<file path="src/rtl/pattern_pkg.sv">
// Shared definitions for the multi-lane test pattern generator.
//   pattern_e  : pattern select codes (0 bars .. 7 zero)
//   LFSR_*     : PRBS polynomial taps and base seed (lane k seed = LFSR_SEED ^ k)
//   BAR_RGB    : colour-bar table; per bar, bit0=R, bit1=G, bit2=B
//   lfsr_next  : one step of the 16-bit Fibonacci LFSR
package pattern_pkg;

  typedef enum logic [2:0] {
    PT_BARS  = 3'd0,
    PT_HRAMP = 3'd1,
    PT_VRAMP = 3'd2,
    PT_CHECK = 3'd3,
    PT_SOLID = 3'd4,
    PT_MOVE  = 3'd5,
    PT_PRBS  = 3'd6,
    PT_ZERO  = 3'd7
  } pattern_e;

  localparam int          LFSR_W    = 16;
  // x^16 + x^14 + x^13 + x^11 + 1 -> feedback from bits 15,13,12,10
  localparam logic [15:0] LFSR_TAPS = 16'hB400;
  localparam logic [15:0] LFSR_SEED = 16'hACE1;

  // index 0 = leftmost bar: white, yellow, cyan, green, magenta, red, blue, black
  localparam logic [7:0][2:0] BAR_RGB = {
    3'b000, 3'b100, 3'b001, 3'b101, 3'b010, 3'b110, 3'b011, 3'b111
  };

  function automatic logic [LFSR_W-1:0] lfsr_next(input logic [LFSR_W-1:0] s);
    return {s[LFSR_W-2:0], ^(s & LFSR_TAPS)};
  endfunction

endpackage

</file>
<file path="src/rtl/pattern_gen_mc_lane.sv">
// Per-lane pixel generator: stage-0 pattern compute, stage-1 data register.
//   in_pclk, in_rstn : clock, async active-low reset
//   x                : lane-0 x of the beat (this lane's pixel is x+LANE)
//   y_ramp, y_chk    : low line bits for the vertical ramp, line bit CHK_LOG2
//   act              : valid & de for this beat
//   frame_start      : vs rising edge this cycle (reloads the LFSR)
//   pat, solid, frame_cnt : effective pattern, solid colour and frame count
//   data             : registered lane pixel, NUM_CH channels of PIXEL_BIT
module pattern_lane
  import pattern_pkg::*;
#(
  parameter int PIXEL_BIT   = 8,
  parameter int FIFO_WIDTH  = 11,
  parameter int NUM_CH      = 3,
  parameter int H_ActivePix = 1920,
  parameter int CHK_LOG2    = 5,
  parameter int LANE        = 0
) (
  input  logic                        in_pclk,
  input  logic                        in_rstn,
  input  logic [FIFO_WIDTH-1:0]       x,
  input  logic [PIXEL_BIT-1:0]        y_ramp,
  input  logic                        y_chk,
  input  logic                        act,
  input  logic                        frame_start,
  input  pattern_e                    pat,
  input  logic [NUM_CH*PIXEL_BIT-1:0] solid,
  input  logic [7:0]                  frame_cnt,
  output logic [NUM_CH*PIXEL_BIT-1:0] data
);
  localparam int          PW    = FIFO_WIDTH + 1;   // x+LANE can step past the x range
  localparam int          BAR_W = H_ActivePix / 8;
  localparam logic [15:0] SEED  = LFSR_SEED ^ 16'(LANE);

  logic [PW-1:0]               px;
  logic [2:0]                  bar_idx;
  logic [2:0]                  rgb;
  logic [LFSR_W-1:0]           lfsr_q, lfsr_cur;
  logic [PIXEL_BIT-1:0]        hr, mv, prbs;
  logic                        chk;
  logic [NUM_CH*PIXEL_BIT-1:0] d;

  function automatic logic [PIXEL_BIT-1:0] rotl(input logic [PIXEL_BIT-1:0] v, input int r);
    logic [2*PIXEL_BIT-1:0] dbl;
    dbl = {v, v} << r;
    return dbl[2*PIXEL_BIT-1 -: PIXEL_BIT];
  endfunction

  assign px       = PW'(x) + PW'(LANE);
  assign hr       = PIXEL_BIT'(px);
  assign mv       = PIXEL_BIT'(px) + PIXEL_BIT'(frame_cnt);
  assign chk      = px[CHK_LOG2] ^ y_chk;
  // the frame-start beat already sees the fresh seed
  assign lfsr_cur = frame_start ? SEED : lfsr_q;
  assign prbs     = PIXEL_BIT'(lfsr_cur);

  always_comb begin
    bar_idx = '0;
    for (int i = 1; i < 8; i++)
      if (px >= PW'(i * BAR_W)) bar_idx = 3'(i);
    rgb = BAR_RGB[bar_idx];
    d   = '0;
    if (act) begin
      for (int c = 0; c < NUM_CH; c++) begin
        case (pat)
          PT_BARS:  d[c*PIXEL_BIT +: PIXEL_BIT] = {PIXEL_BIT{rgb[(c < 3) ? c : 0]}};
          PT_HRAMP: d[c*PIXEL_BIT +: PIXEL_BIT] = hr;
          PT_VRAMP: d[c*PIXEL_BIT +: PIXEL_BIT] = y_ramp;
          PT_CHECK: d[c*PIXEL_BIT +: PIXEL_BIT] = {PIXEL_BIT{chk}};
          PT_SOLID: d[c*PIXEL_BIT +: PIXEL_BIT] = solid[c*PIXEL_BIT +: PIXEL_BIT];
          PT_MOVE:  d[c*PIXEL_BIT +: PIXEL_BIT] = mv;
          PT_PRBS:  d[c*PIXEL_BIT +: PIXEL_BIT] = rotl(prbs, c % PIXEL_BIT);
          default:  d[c*PIXEL_BIT +: PIXEL_BIT] = '0;
        endcase
      end
    end
  end

  always_ff @(posedge in_pclk or negedge in_rstn) begin
    if (!in_rstn) begin
      data   <= '0;
      lfsr_q <= SEED;
    end else begin
      data   <= d;
      lfsr_q <= act ? lfsr_next(lfsr_cur) : lfsr_cur;
    end
  end

endmodule

</file>
<file path="src/rtl/pattern_gen_mc.sv">
// Multi-lane, multi-channel test pattern generator, 2-cycle fixed latency.
//   in_pclk, in_rstn           : pixel clock, async active-low reset
//   in_x/in_y/in_valid/in_de/in_hs/in_vs : upstream timing beat
//   in_pattern, in_solid       : pattern request / solid colour, taken at frame start
//   out_x..out_vs              : timing delayed by 2 cycles
//   out_data                   : PPC lanes of NUM_CH*PIXEL_BIT, aligned with out_*
//   out_frame_cnt              : frames started since reset, mod 256
module pattern_gen_mc
  import pattern_pkg::*;
#(
  parameter int PIXEL_BIT   = 8,
  parameter int FIFO_WIDTH  = 11,
  parameter int PPC         = 2,
  parameter int NUM_CH      = 3,
  parameter int H_ActivePix = 1920,
  parameter int V_ActivePix = 1080,
  parameter int CHK_LOG2    = 5
) (
  input  logic                            in_pclk,
  input  logic                            in_rstn,
  input  logic [FIFO_WIDTH-1:0]           in_x,
  input  logic [FIFO_WIDTH-1:0]           in_y,
  input  logic                            in_valid,
  input  logic                            in_de,
  input  logic                            in_hs,
  input  logic                            in_vs,
  input  logic [2:0]                      in_pattern,
  input  logic [NUM_CH*PIXEL_BIT-1:0]     in_solid,
  output logic [FIFO_WIDTH-1:0]           out_x,
  output logic [FIFO_WIDTH-1:0]           out_y,
  output logic                            out_valid,
  output logic                            out_de,
  output logic                            out_hs,
  output logic                            out_vs,
  output logic [PPC*NUM_CH*PIXEL_BIT-1:0] out_data,
  output logic [7:0]                      out_frame_cnt
);
  localparam int LW     = NUM_CH * PIXEL_BIT;
  localparam int STAGES = 2;

  typedef struct packed {
    logic [FIFO_WIDTH-1:0] x;
    logic [FIFO_WIDTH-1:0] y;
    logic                  valid;
    logic                  de;
    logic                  hs;
    logic                  vs;
  } ctrl_t;

  ctrl_t                   ctrl_in;
  ctrl_t [STAGES:1]        ctrl_pipe;
  logic                    vs_q, frame_start;
  pattern_e                pat_q, pat_eff;
  logic [LW-1:0]           solid_q, solid_eff;
  logic [7:0]              cnt_q, cnt_eff;
  logic [PIXEL_BIT-1:0]    y_ramp;
  logic [PPC-1:0][LW-1:0]  lane_d, data_q;

  assign ctrl_in     = '{x: in_x, y: in_y, valid: in_valid, de: in_de, hs: in_hs, vs: in_vs};
  assign frame_start = in_vs & ~vs_q;
  // a pixel on the frame-start beat already uses the new frame's settings
  assign pat_eff     = frame_start ? pattern_e'(in_pattern) : pat_q;
  assign solid_eff   = frame_start ? in_solid : solid_q;
  assign cnt_eff     = frame_start ? cnt_q + 8'd1 : cnt_q;
  assign y_ramp      = PIXEL_BIT'(in_y);

  for (genvar g = 0; g < PPC; g++) begin : g_lane
    pattern_lane #(
      .PIXEL_BIT(PIXEL_BIT), .FIFO_WIDTH(FIFO_WIDTH), .NUM_CH(NUM_CH),
      .H_ActivePix(H_ActivePix), .CHK_LOG2(CHK_LOG2), .LANE(g)
    ) u_lane (
      .in_pclk, .in_rstn,
      .x(in_x), .y_ramp, .y_chk(in_y[CHK_LOG2]),
      .act(in_valid & in_de), .frame_start,
      .pat(pat_eff), .solid(solid_eff), .frame_cnt(cnt_eff),
      .data(lane_d[g])
    );
  end

  always_ff @(posedge in_pclk or negedge in_rstn) begin
    if (!in_rstn) begin
      ctrl_pipe <= '0;
      data_q    <= '0;
      vs_q      <= 1'b0;
      pat_q     <= PT_BARS;
      solid_q   <= '0;
      cnt_q     <= '0;
    end else begin
      ctrl_pipe[1] <= ctrl_in;
      ctrl_pipe[2] <= ctrl_pipe[1];
      data_q       <= lane_d;
      vs_q         <= in_vs;
      if (frame_start) begin
        pat_q   <= pat_eff;
        solid_q <= in_solid;
        cnt_q   <= cnt_eff;
      end
    end
  end

  assign out_x         = ctrl_pipe[STAGES].x;
  assign out_y         = ctrl_pipe[STAGES].y;
  assign out_valid     = ctrl_pipe[STAGES].valid;
  assign out_de        = ctrl_pipe[STAGES].de;
  assign out_hs        = ctrl_pipe[STAGES].hs;
  assign out_vs        = ctrl_pipe[STAGES].vs;
  assign out_data      = data_q;
  assign out_frame_cnt = cnt_q;

endmodule

</file>
<file path="config.mk">
export PLATFORM = sky130hd
export DESIGN_NAME = pattern_gen_mc
export DESIGN_NICKNAME = d
export VERILOG_FILES = /design/src/rtl/pattern_pkg.sv /design/src/rtl/pattern_gen_mc_lane.sv /design/src/rtl/pattern_gen_mc.sv
export SDC_FILE = /design/constraint.sdc
export NUM_CORES = 1
export LEC_CHECK = 0
export CAP_MARGIN = 15
export CORE_MARGIN = 2
export CORE_UTILIZATION = 55
export CTS_CLUSTER_SIZE = 24
export DETAILED_ROUTE_END_ITERATION = 7
export GPL_TIMING_DRIVEN = 0
export PLACE_DENSITY = 0.81
export SETUP_SLACK_MARGIN = 0.5
export SYNTH_ARGS = -nofsm -noshare
export SYNTH_HDL_FRONTEND = slang
export SYNTH_SLANG_ARGS = --single-unit
</file>
<file path="constraint.sdc">
create_clock -name in_pclk -period 4.8 [get_ports in_pclk]
set_clock_uncertainty 0.15 [all_clocks]
set_input_delay 0.48 -clock in_pclk [delete_from_list [all_inputs] [get_ports in_pclk]]
set_output_delay 0.48 -clock in_pclk [all_outputs]
set_load 0.03 [all_outputs]
</file>
==> results of run 1 <==
## cell usage after synthesis, types with 15 or more instances
master / instances / share of area [%]
a31oi_1: 25 / 1.6
nor2_1: 65 / 2.6
clkbuf_1: 16 / 0.63
nor3_1: 20 / 1.1
buf_4: 27 / 2.1
nand3_1: 21 / 1.1
xnor2_1: 22 / 2.0
nand2_1: 115 / 4.5
ha_1: 18 / 2.4
dfrtp_1: 200 / 53
o21ai_0: 31 / 1.6
dfstp_2: 15 / 4.1
buf_2: 17 / 0.89
a21oi_1: 65 / 3.4
inv_1: 24 / 0.95
## power by group through the flow
stage	Sequential [uW]	Clock (uW)	Combinational, uW
after global routing	2150	1880	1620
after CTS	2130	1810	1460
after floorplan	2270	0	777
after global placement	2150	0	1420
final	2130	1780	1510
after detailed placement	2160	0	1430
## final cells by class
| type | instances | area (um^2) |
|---|---|---|
| plain buffers | 65 | 392 |
| clock buffers | 30 | 641 |
| clock inverters | 10 | 131 |
| fillers | 1242 | 5050 |
| inverters | 27 | 101 |
| multi-input cells | 579 | 3700 |
| flip-flops and latches | 215 | 5400 |
| well taps | 225 | 282 |
| repair buffers | 140 | 1420 |
## cells by family after synthesis
logic type	synth area share, %
buf+inv	4.99
xor+xnor	2.85
mux	2.48
flops	56.7
compound gates	15.4
simple gates	14.8
fa+ha+maj	2.78
## final timing paths
kind,from,endpoint,cells past startpoint
max in group asynchronous,in_rstn,out_y[10],3
min in group asynchronous,in_rstn,ctrl_pipe[17],2
worst min register to register,g_lane[0].u_lane.data[19],out_data[19],0
worst max-delay path,in_vs,g_lane[1].u_lane.data[21],16
worst max register to register,vs_q,g_lane[1].u_lane.data[12],14
worst min-delay path,g_lane[0].u_lane.data[19],out_data[19],0
## what timing repair did
item	4_1_cts	5_1_grt
resized for setup	12	14
pin swaps	0	3
setup endpoints to repair	35	23
hold endpoints to repair	92	0
hold buffers	1	0
setup buffers	0	2
## metrics by stage
| stage | total power, uW | utilization [%] |
|---|---|---|
| 2_1_floorplan | 3050 | - |
| 3_3_place_gp | 3570 | 65.3 |
| 3_5_place_dp | 3590 | 65.5 |
| 4_1_cts | 5400 | 70.2 |
| 5_1_grt | 5660 | 70.5 |
| 6_report | 5430 | 70.5 |
## flip-flops by register name, indices dropped and copies added (netlist names)
name and count:
pat_q 3, vs_q 1, ctrl_pipe 25, g_lane.u_lane.data 48
out_valid 1, out_y 11, out_data 48, solid_q 24
out_hs 1, out_frame_cnt 8, g_lane.u_lane.lfsr_q 32, out_de 1
out_vs 1, out_x 11
## routing by layer
| metal | up-vias | routed length (um) | global-route usage [%] |
|---|---|---|---|
| met4 | 0 | 858 | 10.6 |
| met5 | - | 0 | 0 |
| met1 | 3736 | 11400 | 43.5 |
| li1 | 3460 | - | - |
| met3 | 60 | 2450 | 6.32 |
| met2 | 386 | 12400 | 45.0 |
## layout by cell type (no fill, tap or decap), types with 5 or more instances in the layout
cell	netlist	routed
clkbuf_1	16	14
ha_1	18	18
inv_1	24	24
o21a_1	5	5
xor2_1	9	9
a31oi_1	25	24
nand2b_1	11	11
a21oi_1	65	63
or3_1	6	6
nor2_1	65	64
nor3_1	20	20
a41oi_1	7	7
nand3_1	21	21
o21ai_0	31	28
clkbuf_8	0	6
nand4_1	7	7
mux2i_1	13	13
a211oi_1	13	13
dfrtp_1	200	200
nor4_1	9	9
o31ai_1	5	5
a21o_1	9	9
buf_2	17	17
nand2_1	115	114
clkdlybuf4s50_1	0	135
o211ai_1	6	6
buf_4	27	31
xnor2_1	22	20
dfstp_2	15	15
clkbuf_16	0	22
==> results.py, run 1 <==
metrics = {
    "run_status": {
        "status": "finished clean",
    },
    "floorplan": {
        "die_h_um": 136,
        "dieArea_mm2": 0.0184,
        "die_width_um": 136,
        "std_cell_rows": 48,
        "io_pins": 137,
        "fp.coreArea_mm2": 0.0171,
        "floorplan.initialDensity_pct": 55.7,
    },
    "detailed_routing": {
        "wl_per_cell_um": 21.0,
        "dr.pass1.iters": 6,
        "postRouteAntennaNets": 0,
        "remaining_drc_errors": 0,
        "drt_iter0_markers": 864,
        "drt_wl_total_mm": 27.1,
        "viasPerCell": 5.92,
        "vias": 7642,
    },
    "placement": {
        "placed_cells": 1248,
        "gp_congestion": 1.01,
        "preCtsSetupSlack_ns": -0.885,
        "portBuffers": 136,
        "hpwl_mm": 19.8,
        "dpl_cell_area_mm2": 0.0112,
    },
    "setup_path": {
        "critPathArrivalTime_ns": 4.34,
        "rrSetupSlack_ns": 0.72,
        "cp_max_fo": 10,
        "start_kind": "primary input",
        "cp_top_family": "buffers and inverters",
        "end_kind": "flop",
        "cpPeakStageDelay_ns": 0.53,
        "crit_chain": "clkdlybuf4s50_1 -> nor2b_1 -> buf_6 -> buf_4 -> buf_6 -> buf_4 -> nand4_1 -> xnor2_2 -> ha_1 -> nand3_1 -> o2111ai_1 -> xnor2_1 -> o211ai_1 -> or3_1 -> a211oi_1 -> nor2_1",
        "slowest_stage": "clkdlybuf4s50_1",
        "path_buf_inv": 5,
        "cp.required_ns": 5.04,
        "path_class": "in -> reg",
    },
    "layout": {
        "antenna_cells": 0,
        "area_growth_pct": 26.6,
        "layout-drive-gt1-share_pct": 13.8,
        "nets": 1125,
        "finalNonFillerCells": 1291,
        "final_cell_area_mm2": 0.0121,
    },
    "power": {
        "p_seq_share_pct": 39.3,
        "p_per_area_mw_per_mm2": 450,
        "total_leakage_power_uw": 0.00535,
        "pwr-share-comb_pct": 27.9,
        "switching_power_uw": 1770,
        "pwr-share-clk_pct": 32.8,
        "vdd_drop_max_mv": 0.545,
        "p_int_uw": 3660,
        "p_sw_share_pct": 32.5,
    },
    "sta": {
        "slew_violations": 0,
        "fin_ws_ns": 0.703,
        "finalCritPeriodShare_pct": 85.4,
        "setup_viol": 0,
        "tns_ns": 0,
        "min_period_ns": 4.10,
        "fmax_mhz": 244,
        "whs_ns": 0.197,
        "rsz0062_at_grt": "false",
        "slew_headroom_pct": 34.8,
        "worst_pin_slew_ns": 0.970,
        "hold_viol": 0,
    },
    "clocking": {
        "cts_tree": "yes",
        "htree_levels": 1,
        "cts_buffer_depth": 3,
        "clk_latency_ns": 0.52,
        "clock_sinks": 215,
        "path_clk_slew_ns": 0.06,
        "cts_buffers": 22,
        "cts_root_buf": "clkbuf_16",
    },
    "synth": {
        "syn-num-nets": 961,
        "syn-mean-instance-area_um2": 10.8,
        "synth_flop_cell": "dfrtp_1",
        "synth_edf_count": 0,
        "ys_seq_elements": 215,
        "ys_warn_count": 0,
        "syn_area_mm2": 0.00953,
        "synth-seq-area-share_pct": 56.7,
        "synth_cells": 886,
        "ys_types": 79,
        "async_flop_share_pct": 100,
    },
    "grt": {
        "grt_pass1_wl_mm": 42.0,
        "grt_overflow": 0,
        "antenna_found_initial": 0,
        "first_global_vias": 7391,
        "track_usage_pct": 30.0,
        "grt_max_degree": 124,
    },
    "hold_path": {
        "holdCritPathClass": "reg -> reg",
    },
    "run": {
        "maxCapViolCount": 0,
    },
}
Power figures use the tool's default switching activity.
==> run 2, diff against run 1 <==
--- a/config.mk
+++ b/config.mk
@@ -5,13 +5,14 @@
 export SDC_FILE = /design/constraint.sdc
 export NUM_CORES = 1
 export LEC_CHECK = 0
+export ABC_AREA = 1
 export CAP_MARGIN = 15
 export CORE_MARGIN = 2
-export CORE_UTILIZATION = 55
+export CORE_UTILIZATION = 54
 export CTS_CLUSTER_SIZE = 24
 export DETAILED_ROUTE_END_ITERATION = 7
 export GPL_TIMING_DRIVEN = 0
-export PLACE_DENSITY = 0.81
+export PLACE_DENSITY = 0.8
 export SETUP_SLACK_MARGIN = 0.5
 export SYNTH_ARGS = -nofsm -noshare
 export SYNTH_HDL_FRONTEND = slang
==> run 2 against run 1 <==
Against the previous run: core utilization down 0.13 points; register-to-register slack improved by 0.20 ns; via count decreased by 3.0%; global-route usage decreased by 2.5 points; synthesized cell count is 11% higher; sequential share of layout area increased by 1.4 points; worst setup slack better by 0.14 ns; total power down 2.2%; worst hold slack worse by 0.0052 ns; first-iteration DRC count down 25%; synthesized area decreased by 3.0%; critical endpoint is now g_lane[1].u_lane.data[22]; highest routed layer unchanged.
==> results.py, run 2 <==
metrics = {
    "run_status": {
        "status": "finished clean",
    },
    "grt": {
        "grt_overflow": 0,
        "track_usage_pct": 27.5,
        "antenna_found_initial": 0,
        "grt_max_degree": 110,
        "grt_pass1_wl_mm": 38.4,
        "first_global_vias": 6995,
    },
    "synth": {
        "syn-mean-instance-area_um2": 9.40,
        "synth-seq-area-share_pct": 58.4,
        "synth.most_common_cell": "nand2_1",
        "yosys-top-cells-area": "dfrtp_1 (54%), nand2_1 (9.5%), dfstp_2 (4.3%)",
        "ys_warn_count": 0,
        "syn-num-nets": 1059,
        "syn_area_mm2": 0.00925,
        "ys_types": 47,
        "synth_cells": 984,
        "synth_top_area_share_pct": 54.1,
        "synth_edf_count": 0,
        "async_flop_share_pct": 100,
        "synth_flop_cell": "dfrtp_1",
        "yosysTopAreaCell": "dfrtp_1",
        "yosys-top-cells-count": "nand2_1 (233), dfrtp_1 (200), nor2_1 (94)",
        "ys_seq_elements": 215,
    },
    "setup_path": {
        "rr_startpoint": "vs_q",
        "end_kind": "flop",
        "slowest_stage": "fa_1",
        "start_kind": "primary input",
        "timing.rr.end": "g_lane[1].u_lane.data[22]",
        "cpPeakStageDelay_ns": 0.48,
        "r2r_cells": 20,
        "critPathArrivalTime_ns": 4.16,
        "cp_max_fo": 10,
        "path_class": "in -> reg",
        "crit_path_start": "in_vs",
        "cp.required_ns": 5.00,
        "crit_top_cell": "nand2_1",
        "rrSetupSlack_ns": 0.92,
        "crit_chain": "clkdlybuf4s50_1 -> nand2_4 -> buf_6 -> inv_1 -> buf_2 -> clkbuf_2 -> or2_2 -> o21ai_1 -> inv_1 -> fa_1 -> nand3_1 -> nand3_1 -> nand2_1 -> nand2_1 -> a21oi_1 -> nand2_1 -> nand3_1 -> nand2_1 -> nor2_1 -> a21oi_1",
    },
    "clocking": {
        "cts_buffers": 21,
        "path_clk_slew_ns": 0.07,
        "clk_latency_ns": 0.50,
        "clock_sinks": 215,
        "cts_root_buf": "clkbuf_16",
        "htree_levels": 1,
        "cts_tree": "yes",
        "cts_buffer_depth": 3,
    },
    "detailed_routing": {
        "drt_iter0_markers": 651,
        "drt_wl_total_mm": 24.7,
        "wl_per_cell_um": 17.9,
        "dr.pass1.iters": 5,
        "vias": 7414,
        "remaining_drc_errors": 0,
        "viasPerCell": 5.37,
        "postRouteAntennaNets": 0,
    },
    "power": {
        "total_leakage_power_uw": 0.00570,
        "total_power_uw": 5310,
        "p_sw_share_pct": 31.1,
        "p_int_uw": 3660,
        "pwr-share-clk_pct": 34.6,
        "p_per_area_mw_per_mm2": 453,
        "vdd_drop_max_mv": 0.438,
        "pwr-share-comb_pct": 25.9,
        "p_seq_share_pct": 39.5,
        "switching_power_uw": 1650,
    },
    "placement": {
        "hpwl_mm": 18.2,
        "preCtsSetupSlack_ns": 0.146,
        "portBuffers": 136,
        "gp_congestion": 0.981,
    },
    "sta": {
        "rsz0062_at_grt": "false",
        "worst_pin_slew_ns": 0.784,
        "fmax_mhz": 253,
        "finalCritPeriodShare_pct": 82.4,
        "setup_viol": 0,
        "slew_headroom_pct": 47.7,
        "min_period_ns": 3.96,
        "hold_viol": 0,
        "fin_ws_ns": 0.844,
        "slew_violations": 0,
        "tns_ns": 0,
    },
    "layout": {
        "layout-drive-gt1-share_pct": 11.2,
        "antenna_cells": 0,
        "layout_commonest_cell": "nand2_1",
        "nets": 1220,
        "area_growth_pct": 26.6,
        "fin_util_pct": 70.4,
        "layout_common_cells": "nand2_1 (233), dfrtp_1 (200), clkdlybuf4s50_1 (135), nor2_1 (94), inv_1 (79)",
    },
    "floorplan": {
        "dieArea_mm2": 0.0182,
        "std_cell_rows": 47,
        "io_pins": 137,
        "floorplan.initialDensity_pct": 55.6,
        "die_h_um": 135,
        "die_width_um": 135,
        "fp.coreArea_mm2": 0.0166,
    },
    "hold_path": {
        "hold-path-cell-count": 0,
        "holdCritPathClass": "reg -> reg",
        "worst_hold_startpoint": "ctrl_pipe[18]",
        "whs_endpoint": "out_x[3]",
    },
    "run": {
        "maxCapViolCount": 0,
    },
}
==> run 2: changes by cell type after synthesis, sizes merged, moves of 15 or more <==
cell   delta
mux2i    -17
nor2     +36
xnor2    -15
buf      -15
nand3    +26
o21ai    +33
nand2   +120
inv      +59
==> run 2: per-layer routing <==
layer,track usage (%),up-vias,share of wire (%)
met1,41.9,3533,45
met2,43.1,342,46
met3,3.04,47,7.5
met4,5.79,0,1.9
met5,0,-,0
li1,-,3492,-
==> run 2: how the worst max path moves through the flow <==
| stage | slack (ns) | end | depth (start not counted) |
|---|---|---|---|
| after floorplan | 1.56 | g_lane[1].u_lane.data[14] | 19 |
| after global placement | -5.23 | g_lane[0].u_lane.data[11] | 1 |
| after global routing | 0.52 | g_lane[1].u_lane.data[22] | 20 |
| final | 0.84 | g_lane[1].u_lane.data[22] | 20 |
| after detailed placement | 0.15 | g_lane[1].u_lane.data[14] | 20 |
| after CTS | 0.64 | g_lane[1].u_lane.data[14] | 20 |
==> run 2: final cells by class <==
| type | count | area, um^2 |
|---|---|---|
| Buffer | 50 | 299 |
| Clock inverter | 14 | 234 |
| Sequential cell | 215 | 5400 |
| Tap cell | 220 | 275 |
| Multi-Input combinational cell | 632 | 3220 |
| Timing Repair Buffer | 138 | 1400 |
| Inverter | 87 | 328 |
| Clock buffer | 24 | 547 |
| Fill cell | 1318 | 4930 |
==> run 2: critical path: cells and delay by family <==
kind,cells,cell delay (ns)
AOI/OAI and AO/OA,3,0.47
adders and majority gates,1,0.48
buffers and inverters,6,1.36
and+or+nand+nor,10,1.35
==> run 2: logic make-up after synthesis <==
kind of cell / synth area share (%)
buffers and inverters: 6.75
XOR/XNOR: 2.08
AO/OA/AOI/OAI: 9.08
adder cells (fa/ha/maj): 2.87
flip-flops: 58.4
AND/OR/NAND/NOR: 20.8
==> run 2: per-stage QoR <==
stage                     hold WS (ns)  std cells  instance area (um^2)
after floorplan                 0.0344        984                  9250
after global placement           0.181       1340                 10900
after detailed placement         0.185       1341                 10900
after CTS                        0.190       1380                 11700
after global routing             0.196       1380                 11700
final                            0.192       1380                 11700
==> run 2: repair_timing <==
item,CTS,global route
setup buffers,0,0
endpoints found under the setup margin,0,8
hold buffers,1,0
hold endpoints to repair,106,0
gates resized for setup,0,5
==> run 2: power by group through the flow <==
| stage | Sequential [uW] | Combinational (uW) | Clock (uW) |
|---|---|---|---|
| global route | 2120 | 1500 | 1930 |
| detailed placement | 2130 | 1340 | 0 |
| global placement | 2120 | 1320 | 0 |
| CTS | 2100 | 1360 | 1860 |
| floorplan | 2250 | 727 | 0 |
| finish | 2100 | 1370 | 1840 |
